===== config.mk =====
export PLATFORM = sky130hd
export DESIGN_NAME = tx_fifo_arb
export DESIGN_NICKNAME = d
export VERILOG_FILES = /design/src/rtl/tx_fifo_arb_pkg.sv /design/src/rtl/tx_fifo_arb_rr_arbiter.sv /design/src/rtl/tx_fifo_arb.sv
export SDC_FILE = /design/constraint.sdc
export NUM_CORES = 1
export LEC_CHECK = 0
export CAP_MARGIN = 10
export CORE_MARGIN = 3
export CORE_UTILIZATION = 40
export CTS_BUF_LIST = sky130_fd_sc_hd__clkbuf_8 sky130_fd_sc_hd__clkbuf_16
export DETAILED_ROUTE_END_ITERATION = 12
export PLACE_DENSITY = 0.77
export SLEW_MARGIN = 20
export SYNTH_ARGS = -nofsm -noshare
export SYNTH_HDL_FRONTEND = slang
export SYNTH_HIERARCHICAL = 1
export SYNTH_SLANG_ARGS = --single-unit
export TNS_END_PERCENT = 10

===== constraint.sdc =====
create_clock -name clk -period 2.85 [get_ports clk]
set_clock_uncertainty 0.15 [all_clocks]
set_input_delay 0.7125 -clock clk [delete_from_list [all_inputs] [get_ports clk]]
set_output_delay 0.7125 -clock clk [all_outputs]
set_load 0.005 [all_outputs]

===== src/rtl/tx_fifo_arb_pkg.sv =====
// rtl/tx_fifo_arb_pkg.sv - shared types and helpers for the tx_fifo_arb block
//   state_e : arbiter FSM states (IDLE, BUSY)
//   rr_next : next round-robin index, wrapping at nreq-1 back to 0
package tx_fifo_arb_pkg;

    typedef enum logic [0:0] {
        ST_IDLE = 1'b0,
        ST_BUSY = 1'b1
    } state_e;

    function automatic int unsigned rr_next(input int unsigned idx, input int unsigned nreq);
        return (idx + 1 >= nreq) ? 0 : idx + 1;
    endfunction

endpackage


===== src/rtl/tx_fifo_arb_rr_arbiter.sv =====
// rtl/tx_fifo_arb_rr_arbiter.sv - combinational round-robin pick starting after the last winner
//   req_i       : request vector, one bit per requester
//   last_i      : index of the previous winner
//   gnt_oh_o    : one-hot grant
//   gnt_idx_o   : grant index
//   gnt_valid_o : at least one request present
module rr_arbiter #(
    parameter int NREQ = 4,
    parameter int IDXW = $clog2(NREQ)
) (
    input  logic [NREQ-1:0] req_i,
    input  logic [IDXW-1:0] last_i,
    output logic [NREQ-1:0] gnt_oh_o,
    output logic [IDXW-1:0] gnt_idx_o,
    output logic            gnt_valid_o
);
    import tx_fifo_arb_pkg::*;

    // Walk the ring once, beginning just after the previous winner; the
    // first requesting port met wins, so idle ports are skipped naturally.
    always_comb begin
        int unsigned cand;
        gnt_oh_o    = '0;
        gnt_idx_o   = '0;
        gnt_valid_o = 1'b0;
        cand        = rr_next(32'(last_i), NREQ);
        for (int k = 0; k < NREQ; k++) begin
            if (!gnt_valid_o && req_i[IDXW'(cand)]) begin
                gnt_valid_o              = 1'b1;
                gnt_idx_o                = IDXW'(cand);
                gnt_oh_o[IDXW'(cand)]    = 1'b1;
            end
            cand = rr_next(cand, NREQ);
        end
    end

endmodule


===== src/rtl/tx_fifo_arb.sv =====
// rtl/tx_fifo_arb.sv - round-robin packet arbiter feeding the write side of a FIFO
//   clk, rst             : clock, synchronous active-high reset
//   req_valid/data/last  : per-requester word stream (requester i at data[i*DATA_W +: DATA_W])
//   req_ready            : per-requester accept
//   fifo_wdata/wen       : FIFO write port
//   fifo_wfull/wload     : FIFO write-side full flag and fill level
//   gnt_id, busy         : current/last granted requester, grant held
//   Optional macro TX_FIFO_ARB_SPACE_CHECK_EN: grant only when a full burst fits in the FIFO.
module tx_fifo_arb #(
    parameter int NREQ        = 4,
    parameter int DATA_W      = 8,
    parameter int ADDR_W      = 10,
    parameter int WORDS_TOTAL = 2**ADDR_W,
    parameter int BURST_MAX   = 64
) (
    input  logic                     clk,
    input  logic                     rst,
    input  logic [NREQ-1:0]          req_valid,
    input  logic [NREQ*DATA_W-1:0]   req_data,
    input  logic [NREQ-1:0]          req_last,
    output logic [NREQ-1:0]          req_ready,
    output logic [DATA_W-1:0]        fifo_wdata,
    output logic                     fifo_wen,
    input  logic                     fifo_wfull,
    input  logic [ADDR_W:0]          fifo_wload,
    output logic [$clog2(NREQ)-1:0]  gnt_id,
    output logic                     busy
);
    import tx_fifo_arb_pkg::*;

    localparam int IDXW = $clog2(NREQ);
    localparam int CNTW = $clog2(BURST_MAX + 1);
    localparam logic [CNTW-1:0] CNT_LAST = CNTW'(BURST_MAX - 1);

    state_e          state_q, state_d;
    logic [IDXW-1:0] gnt_q, gnt_d;
    logic [IDXW-1:0] last_q, last_d;
    logic [CNTW-1:0] cnt_q, cnt_d;
    // Forces one IDLE cycle with no arbitration right after a burst ends.
    logic            cool_q, cool_d;

    logic [NREQ-1:0] gnt_oh_unused;
    logic [IDXW-1:0] win_idx;
    logic            win_valid;
    logic            eligible;
    logic            in_busy;
    logic            xfer;

    rr_arbiter #(
        .NREQ (NREQ),
        .IDXW (IDXW)
    ) u_rr_arbiter (
        .req_i       (req_valid),
        .last_i      (last_q),
        .gnt_oh_o    (gnt_oh_unused),
        .gnt_idx_o   (win_idx),
        .gnt_valid_o (win_valid)
    );

`ifdef TX_FIFO_ARB_SPACE_CHECK_EN
    localparam logic [ADDR_W:0] WORDS_TOTAL_W = (ADDR_W+1)'(WORDS_TOTAL);
    localparam logic [ADDR_W:0] BURST_MAX_W   = (ADDR_W+1)'(BURST_MAX);
    logic [ADDR_W:0] space;
    assign space    = WORDS_TOTAL_W - fifo_wload;
    assign eligible = win_valid && (space >= BURST_MAX_W);
`else
    logic wload_unused;
    assign wload_unused = ^fifo_wload;
    assign eligible     = win_valid && !fifo_wfull;
`endif

    // Outputs are gated by rst so nothing is accepted or written in the reset cycle.
    assign in_busy    = (state_q == ST_BUSY) && !rst;
    assign xfer       = in_busy && req_valid[gnt_q] && !fifo_wfull;
    assign fifo_wen   = xfer;
    assign fifo_wdata = req_data[gnt_q*DATA_W +: DATA_W];
    assign busy       = in_busy;
    assign gnt_id     = rst ? '0 : gnt_q;

    always_comb begin
        req_ready = '0;
        if (in_busy && !fifo_wfull) begin
            req_ready[gnt_q] = 1'b1;
        end
    end

    always_comb begin
        state_d = state_q;
        gnt_d   = gnt_q;
        last_d  = last_q;
        cnt_d   = cnt_q;
        cool_d  = cool_q;
        case (state_q)
            ST_IDLE: begin
                if (cool_q) begin
                    cool_d = 1'b0;
                end else if (eligible) begin
                    state_d = ST_BUSY;
                    gnt_d   = win_idx;
                    last_d  = win_idx;
                    cnt_d   = '0;
                end
            end
            ST_BUSY: begin
                // A stalled or idle cycle holds both the counter and the grant.
                if (xfer) begin
                    cnt_d = cnt_q + CNTW'(1);
                    if (req_last[gnt_q] || (cnt_q == CNT_LAST)) begin
                        state_d = ST_IDLE;
                        cool_d  = 1'b1;
                    end
                end
            end
            default: state_d = ST_IDLE;
        endcase
    end

    always_ff @(posedge clk) begin
        if (rst) begin
            state_q <= ST_IDLE;
            gnt_q   <= '0;
            last_q  <= IDXW'(NREQ - 1);
            cnt_q   <= '0;
            cool_q  <= 1'b0;
        end else begin
            state_q <= state_d;
            gnt_q   <= gnt_d;
            last_q  <= last_d;
            cnt_q   <= cnt_d;
            cool_q  <= cool_d;
        end
    end

endmodule


## Word level (Yosys, flattened, before mapping)

Index checks and enable logic that the tools add are counted.

| operators by class | value |
|---|---|
| add/sub/neg operators | 5 |
| muxes and demuxes | 40 |
| $lt $le $gt $ge | 10 |
| eq/ne operators | 5 |
| bitwise gates (word level) | 2 |
| shift operators | 1 |
| reduce and logical (&&, ||, !) cells | 18 |

Operators by type and width:

| operator | number |
|---|---|
| $add A32 B1 Y32 const B | 3 |
| $ge A32 B3 Y1 const B | 3 |
| $mux W32 | 3 |
| $shiftx A32 B6 Y8 | 1 |
| $mux W7 | 3 |
| $mux W1 | 17 |
| $lt A2 B3 Y1 const B | 5 |
| $pmux W7 S2 | 1 |
| $bmux W1 S2 | 6 |
| $mux W2 | 6 |
| $logic_and A1 B1 Y1 | 9 |
| $add A7 B1 Y7 const B | 1 |
| $eq A7 B6 Y1 const B | 1 |
| $ne A2 B2 Y1 const B | 3 |
| $reduce_and A3 Y1 | 2 |
| $logic_not A1 Y1 | 5 |
| $mux W4 | 1 |
| $pmux W1 S2 | 2 |
| $add A2 B1 Y3 const B | 1 |
| $ge A3 B3 Y1 const B | 1 |
| $demux W1 S2 | 1 |
| $ge A2 B1 Y1 const B | 1 |
| $ne A2 B1 Y1 const B | 1 |
| $not A1 Y1 | 2 |
| 2 further kinds | 2 |

| word-level totals | value |
|---|---|
| register bits after elaboration | 13 |
| output and inout bits | 16 |
| logic and storage cells | 86 |
| bits of input ports | 54 |

## Logic depth before layout (Yosys ltp)

Gate-level depths: netlist (run 1).

| depth | value |
|---|---|
| depth in word-level cells | 20 |
| gate-level depth with buffers | 11 |

## Cells and area by module

Netlist (run 1), hierarchy kept.

Modules (own cells, without submodules):

| module | instances | sequential area each (um^2) | cells an instance | area an instance (um^2) |
|---|---|---|---|---|
| tx_fifo_arb | 1 | 260.2 | 90 | 894.6 |
| rr_arbiter | 1 | 0.0 | 62 | 480.5 |

## Worst setup path before layout (run 1)

OpenSTA, ideal clock, no wires.

| timing | value |
|---|---|
| path kind | register to register |
| start point | register last_q[0] |
| end point | register gnt_q[0] |
| arrival time | 2.317 ns |
| buffers on the path | 1 |
| cell stages (with the launch flop) | 11 |
| path slack | 0.312 ns |
| clock period less this slack | 2.538 ns |
| cell sequence | dfxtp_1 buf_6 inv_1 ha_1 o21ba_2 or4_4 a21oi_4 inv_2 o311ai_1 nand2_1 a21oi_1 |

| between the ends | value |
|---|---|
| elaborated cells between the ends (all ways) | 36 |
| classes of those cells | add/sub: 4; order compare: 4; mux: 20; reduce/logical: 8 |

RTL lines:

| item | line | RTL |
|---|---|---|
| start, declared | tx_fifo_arb.sv:37 | `logic [IDXW-1:0] last_q, last_d;` |
| start signal, assigned | tx_fifo_arb.sv:122 | `last_q <= IDXW'(NREQ - 1);` |
| start signal, assigned | tx_fifo_arb.sv:128 | `last_q <= last_d;` |
| $add A2 B1 Y3 (*) | tx_fifo_arb_pkg.sv:12 | `return (idx + 1 >= nreq) ? 0 : idx + 1;` |
| $ge A3 B3 Y1 | tx_fifo_arb_pkg.sv:12 |  |
| $mux W32 (*) | tx_fifo_arb_pkg.sv:12 |  |
| $add A32 B1 Y32 | tx_fifo_arb_pkg.sv:12 |  |
| $ge A32 B3 Y1 | tx_fifo_arb_pkg.sv:12 |  |
| $mux W32 | tx_fifo_arb_pkg.sv:12 |  |
| $add A32 B1 Y32 / $bmux W1 S2 (equally long branches) | tx_fifo_arb_pkg.sv:12, tx_fifo_arb_rr_arbiter.sv:28 |  |
| $ge A32 B3 Y1 / $mux W1 (equally long branches) | tx_fifo_arb_pkg.sv:12, tx_fifo_arb_rr_arbiter.sv:28 |  |
| $mux W32 / $logic_and A1 B1 Y1 (equally long branches) | tx_fifo_arb_pkg.sv:12, tx_fifo_arb_rr_arbiter.sv:28 |  |
| $add A32 B1 Y32 (tied with other cells) | tx_fifo_arb_pkg.sv:12 |  |
| $ge A32 B3 Y1 (tied with other cells) | tx_fifo_arb_pkg.sv:12 |  |
| $mux W2 / $logic_and A1 B1 Y1 (equally long branches) | tx_fifo_arb_pkg.sv:12, tx_fifo_arb_rr_arbiter.sv:28 |  |
| $bmux W1 S2 / $mux W1 (equally long branches) | tx_fifo_arb_rr_arbiter.sv:28 | `if (!gnt_valid_o && req_i[IDXW'(cand)]) begin` |
| $mux W1 (implied by the code) / $logic_not A1 Y1 (equally long branches) | tx_fifo_arb_rr_arbiter.sv:28 |  |
| $logic_and A1 B1 Y1 | tx_fifo_arb_rr_arbiter.sv:28 |  |
| $mux W2 (*) | tx_fifo_arb_rr_arbiter.sv:28 |  |
| net win_idx[0] | tx_fifo_arb.sv:43 | `logic [IDXW-1:0] win_idx;` |
| end signal, assigned | tx_fifo_arb.sv:127 | `gnt_q <= gnt_d;` |
| end, declared | tx_fifo_arb.sv:36 | `logic [IDXW-1:0] gnt_q, gnt_d;` |

Mark *: on every way through the listed nets, which the timed path passes. The rest lies on a longest branch. The select of a mux whose other input is x is not followed.
A chain may end at the register's enable or synchronous reset.

## Worst setup path after layout (run 1)

| timing | value |
|---|---|
| start point | input port rst |
| end point | output port req_ready[3] |

| between the ends | value |
|---|---|
| word-level cells in the longest chain between the ends | 4 |

Ends and longest elaborated chain:

| item | line | RTL |
|---|---|---|
| start, declared | tx_fifo_arb.sv:17 | `input logic rst,` |
| $logic_not A1 Y1 | tx_fifo_arb.sv:73 | `assign in_busy = (state_q == ST_BUSY) && !rst;` |
| $logic_and A1 B1 Y1 | tx_fifo_arb.sv:73 |  |
| $logic_and A1 B1 Y1 | tx_fifo_arb.sv:82 | `if (in_busy && !fifo_wfull) begin` |
| $mux W4 | tx_fifo_arb.sv:82 |  |
| end, declared | tx_fifo_arb.sv:21 | `output logic [NREQ-1:0] req_ready,` |

No other way between the ends.

==> results.md, run 1 <==
- Initial antenna violation count: 0
- Unrepaired setup endpoints after global routing: true
- Die X: 62.1 um
- # H-tree levels: 1
- Clock buffer depth: 2
- Layout cells sized above 1: 0.233
- Hold buffer count at cts: 0
- Crit-path max FO: 6
- Die area: 3850 um2
- End point of the critical path: req_ready[3]
- Number of core rows: 19
- Required @ worst endpoint: 1.99 ns
- Final Hold Vio Count: 0
- Total power: roughly 0.8 mW
- Largest net degree at the start of global routing: 16
- First-pass GRT wire length: 5.98 mm
- Initial Utilization: 0.437
- Fin crit share: 0.996
- FMAX: 352 MHz
- Mean post-synth cell area: 9.25 um2
- Root Buffer: clkbuf_8
- Syn_nets: roughly 200
- GR Overflow Total: 0
- CP Launch Point: rst
- Critical Path AT: 1.98 ns
- Placer congestion estimate: just under 0.8
- Clk sink count: 13
- Worst-Margin Slew: approximately 0.44 ns
- Worst Hold Depth: 2
- Core area: 2880 um2
- Clk_lat worst skew: between 0.2 and 0.25 ns
- # DRC: 0
- Lkg Pwr: ~0.87 nW
- Fin nets: 276
- Yosys warnings: 6
- DRT antenna net count: 0
- CTS tree: built
- CP Capture Type: output port
- DP HPWL: around 3.2 mm
- Post-synthesis cell area: about 1300 um2
- Antenna Diode Count: 0
- Total of max-cap violations: 0
- Worst reg2reg path endpoint: last_q[0]
- Final min period: ~2.8 ns
- Iter 0 DRT Violations: 53
- R2R cell count: 9
- Detailed-router iteration count before antenna repair: 4
- R2r startpoint: last_q[0]
- Final Max Slew Viols: 0
- Setup CP Type: primary input to output port
- Die height: 62.1 um
- Slack of the worst reg-to-reg path: 0.34 ns
- Hold crit path type: flip-flop to flip-flop
- Setup crit start kind: primary input
- Via count: approximately 1400
- Setup violations, final: 0
- Drt wl/cell: 15.3 um
- Hold Slack: 0.332 ns
- Ports: 70
- Power Density: 386 nW/um2
- Input/output buffers: 58
- CTS Buf Count: 3
- Area Overhead vs Synth: 64.3%
- Status: finished, final reports clean
- Fillers: about 220
- Vias in the first global route: 1393
- Total GRT Usage: 0.208
- Worst relative slew slack: 0.701
- Synthesized netlist cell count: 136
- Peak VDD IR: 259 uV
- Final WL: 3.93 mm
- Clock-pin slew on the worst setup and hold paths: roughly 0.050 ns
- Routed vias/inst: about 5.4
[cells in the final DEF, fill, tap and decap left out, types with 2 or more instances in the layout]
cell type and instances:
clkdlybuf4s50_1 40, buf_4 24, dlygate4sd2_1 17, nand2_1 15, dfxtp_1 13, a21oi_1 10, mux4_2 6, nor2_1 6
inv_1 6, o21ai_0 6, ha_1 6, nor2b_1 5, nor3_1 5, mux4_1 4, nand3_1 4, nand2b_1 4
clkbuf_8 3, mux2_2 3, mux2i_1 3, and3_1 2, nand4b_1 2, or2_2 2, a31oi_1 2, nand3b_1 2
or3_1 2, o32ai_1 2, o21bai_1 2
[state kept, by name, summed over array words and instances (netlist names)]
register,flops
last_q,2
gnt_q,2
state_q,1
cool_q,1
cnt_q,7
[critical path: stages]
cell             delay (ns)
dlygate4sd2_1          0.27
nor3b_4                0.29
and3_1                 0.19
clkdlybuf4s50_1        0.51
[layout make-up]
cell class / instances / area, um2 / area share
Clock inverter: 1 / 3.75 / 0.00182
Timing Repair Buffer: 82 / 742 / 0.359
Tap cell: 42 / 52.6 / 0.0254
Clock buffer: 3 / 41.3 / 0.0200
Sequential cell: 13 / 260 / 0.126
Multi-Input combinational cell: 110 / 943 / 0.457
Inverter: 6 / 22.5 / 0.0109
[per-stage QoR]
step           cell area, um2  utilization  instances  setup WS [ns]  setup TNS (ns)
6_report                 2070        0.718        257         0.0103               0
3_5_place_dp             2010        0.699        251         -0.278           -2.94
3_3_place_gp             2010        0.699        251         -0.261           -2.04
5_1_grt                  2070        0.718        257       -0.00602        -0.00602
4_1_cts                  2060        0.715        257       -0.00208        -0.00208
2_1_floorplan            1260            -        136          0.450               0
[per-layer routing]
layer / share of wire / global-route usage
met2: 0.50 / 0.386
met5: 0 / 0
met1: 0.38 / 0.228
met3: 0.10 / 0.0558
met4: 0.014 / 0.0667
[power by group]
part	switching [mW]	internal (mW)
combinational	0.182	0.242
clock	0.0662	0.0951
sequential	0.0164	0.194
[worst min-delay path by stage]
stage	from	endpoint	slack [ns]
after floorplan	cool_q	cool_q	0.29
after global placement	cool_q	cool_q	0.30
after detailed placement	cnt_q[6]	cnt_q[6]	0.33
after CTS	cnt_q[6]	cnt_q[6]	0.33
after global routing	cnt_q[6]	cnt_q[6]	0.37
final	cnt_q[6]	cnt_q[6]	0.33
[repair_timing]
action                     4_1_cts  5_1_grt
setup buffers                    2        0
setup endpoints to repair       16        3
gates resized for setup         19        2
cloned                           0        0
pin swaps                        2        2
No activity file was read; power rests on OpenSTA's default activity.
==> run 2: changes to the inputs <==
--- a/constraint.sdc
+++ b/constraint.sdc
@@ -3,3 +3,3 @@
 set_input_delay 0.7125 -clock clk [delete_from_list [all_inputs] [get_ports clk]]
 set_output_delay 0.7125 -clock clk [all_outputs]
-set_load 0.005 [all_outputs]
+set_load 0.01 [all_outputs]
==> run 2 against run 1 <==
  * Sequential share of layout area hardly changed
  * Cell count is 0.39% lower
  * Largest power group unchanged
  * Sequential cell count stayed put
  * Hold slack better by 0.013 ns
  * Critical path type unchanged
  * Die area stayed put
  * Clock-buffer cell count stayed put
  * Core utilization is 0.17 points higher
==> results.md, run 2 (synthesized netlist as in run 1, its figures left out) <==
- Unrepaired setup endpoints after global routing: true
- R2R cell count: 9
- Most common cell after layout, fill and taps aside: clkdlybuf4s50_1
- Biggest regs: cnt_q (7), gnt_q (2), last_q (2)
- Fin nets: 275
- Setup crit start kind: primary input
- Root Buffer: clkbuf_8
- Total GRT Usage: 0.211
- CTS tree: built
- Setup violations, final: 0
- Hold buffer count at cts: 0
- # H-tree levels: 1
- Most frequent cells in the layout: 42 x clkdlybuf4s50_1, 23 x buf_4, 15 x nand2_1
- Worst-Margin Slew: between 0.4 and 0.5 ns
- Layout cells sized above 1: 0.238
- Crit-path max FO: 6
- Status: finished, final reports clean
- Routed vias/inst: 5.50
- Initial antenna violation count: 0
- R2r startpoint: last_q[0]
- CP Capture Type: output port
- Die X: roughly 62 um
- Detailed-router iteration count before antenna repair: 5
- Core area: 2880 um2
- Largest Register: cnt_q
- Worst Hold Depth: 2
- Vias in the first global route: between 1000 and 1500
- Hold Startpoint: gnt_q[1]
- Critical Path AT: a little under 2 ns
- Worst relative slew slack: 0.720
- Total of max-cap violations: 0
- Hold Slack: 0.345 ns
- FMAX: 356 MHz
- Die area: 3850 um2
- Initial Utilization: 0.437
- DRT antenna net count: 0
- Iter 0 DRT Violations: 91
- Clock buffer depth: 2
- Hold crit path type: flip-flop to flip-flop
- DP HPWL: around 3.3 mm
- Setup TNS: 0 ns
- # DRC: 0
- Drt wl/cell: 15.5 um
- Final Max Slew Viols: 0
- Fillers: 235
- Largest register FFs: 7
- Clk_lat worst skew: around 0.24 ns
- Largest net degree at the start of global routing: 16
- Ports: 70
- Lkg Pwr: ~0.85 nW
- Antenna Diode Count: 0
- Power Density: around 400 nW/um2
- Peak VDD IR: 312 uV
- Crit path cell chain: clkdlybuf4s50_1, nor3b_4, nor3b_1, clkdlybuf4s15_1
- Clk sink count: 13
- Required @ worst endpoint: between 1.5 and 2 ns
- GR Overflow Total: 0
- Hold Path End: gnt_q[1]
- CP Launch Point: rst
- CP max stage delay: approximately 0.46 ns
- Area Overhead vs Synth: 64.7%
- Crit-path slowest cell: clkdlybuf4s50_1
- Input/output buffers: 58
- Clock-pin slew on the worst setup and hold paths: 0.05 ns
- Die height: 62.1 um
- Setup CP Type: primary input to output port
- Final min period: 2.81 ns
- Number of core rows: 19
- Final Hold Vio Count: 0
- Slack of the worst reg-to-reg path: 0.31 ns
- Placer congestion estimate: approximately 0.79
- Worst reg2reg path endpoint: last_q[0]
- First-pass GRT wire length: 6.07 mm
- Fin crit share: 0.985
- CTS Buf Count: 3
- Via count: about 1400
- Final WL: a little under 4 mm
run 2: changes by cell type in the layout (fill, tap and decap cells not counted), sizes merged:
| cell | previous run | this run |
|---|---|---|
| clkdlybuf4s50 | 40 | 42 |
| clkdlybuf4s15 | 0 | 2 |
| dlymetal6s2s | 1 | 0 |
| dlygate4sd2 | 17 | 13 |
run 2: through the flow:
step,setup WS [ns],util,total power [mW],instance area (um2),cells
after floorplan,0.450,-,0.467,1260,136
after global placement,-0.294,0.699,0.646,2010,251
after detailed placement,-0.307,0.699,0.663,2010,251
after CTS,0.0000728,0.710,0.808,2040,256
after global routing,-0.0187,0.720,0.869,2070,256
final,0.0426,0.720,0.812,2070,256
run 2: routing by layer:
metal  track usage  share of wire  routed length [um]  up-vias
li1              -              -                   -      668
met1         0.216           0.37                1460      656
met2         0.408           0.51                2030       76
met3        0.0620           0.11                 444        7
met4        0.0545          0.012                  48        0
met5             0              0                   0        -
run 2: timing repair:
item                                    4_1_cts  5_1_grt
endpoints found under the hold margin         0        0
pin swaps                                     2        2
endpoints found under the setup margin       16       17
resized for setup                            20        6
buffers inserted                              1        0
run 2: area by class of cell:
cell class	instances	area, um2	share of cell area
Clock buffer	3	41.3	0.0199
Clock inverter	1	3.75	0.00181
Inverter	6	22.5	0.0109
Multi-Input combinational cell	110	958	0.463
Sequential cell	13	260	0.126
Tap cell	42	52.6	0.0254
Timing Repair Buffer	81	732	0.353
run 2: worst max-delay path by stage:
stage              endpoint  slack [ns]
2_1_floorplan      cnt_q[4]        0.45
3_3_place_gp       fifo_wen       -0.29
3_5_place_dp       fifo_wen       -0.31
4_1_cts        req_ready[0]     0.00007
5_1_grt        req_ready[0]       -0.02
6_report       req_ready[0]        0.04
run 2: worst max-delay path: cells and delay by family:
kind | cells | cell delay (ns)
buffers and inverters | 2 | 0.73
and+or+nand+nor | 2 | 0.50
run 2: where the power goes:
group	switching [mW]	internal, mW
sequential	0.0165	0.194
combinational	0.195	0.248
clock	0.0636	0.0950
total	0.275	0.537
==> run 3: changes to the inputs <==
--- a/config.mk
+++ b/config.mk
@@ -10,4 +10,5 @@
 export CORE_UTILIZATION = 40
 export CTS_BUF_LIST = sky130_fd_sc_hd__clkbuf_8 sky130_fd_sc_hd__clkbuf_16
+export CTS_CLUSTER_SIZE = 20
 export DETAILED_ROUTE_END_ITERATION = 12
 export PLACE_DENSITY = 0.77
--- a/constraint.sdc
+++ b/constraint.sdc
@@ -3,3 +3,3 @@
 set_input_delay 0.7125 -clock clk [delete_from_list [all_inputs] [get_ports clk]]
 set_output_delay 0.7125 -clock clk [all_outputs]
-set_load 0.01 [all_outputs]
+set_load 0.005 [all_outputs]
==> results of run 3 <==
No change in the layout: final DEF, timing and power equal those of run 1.
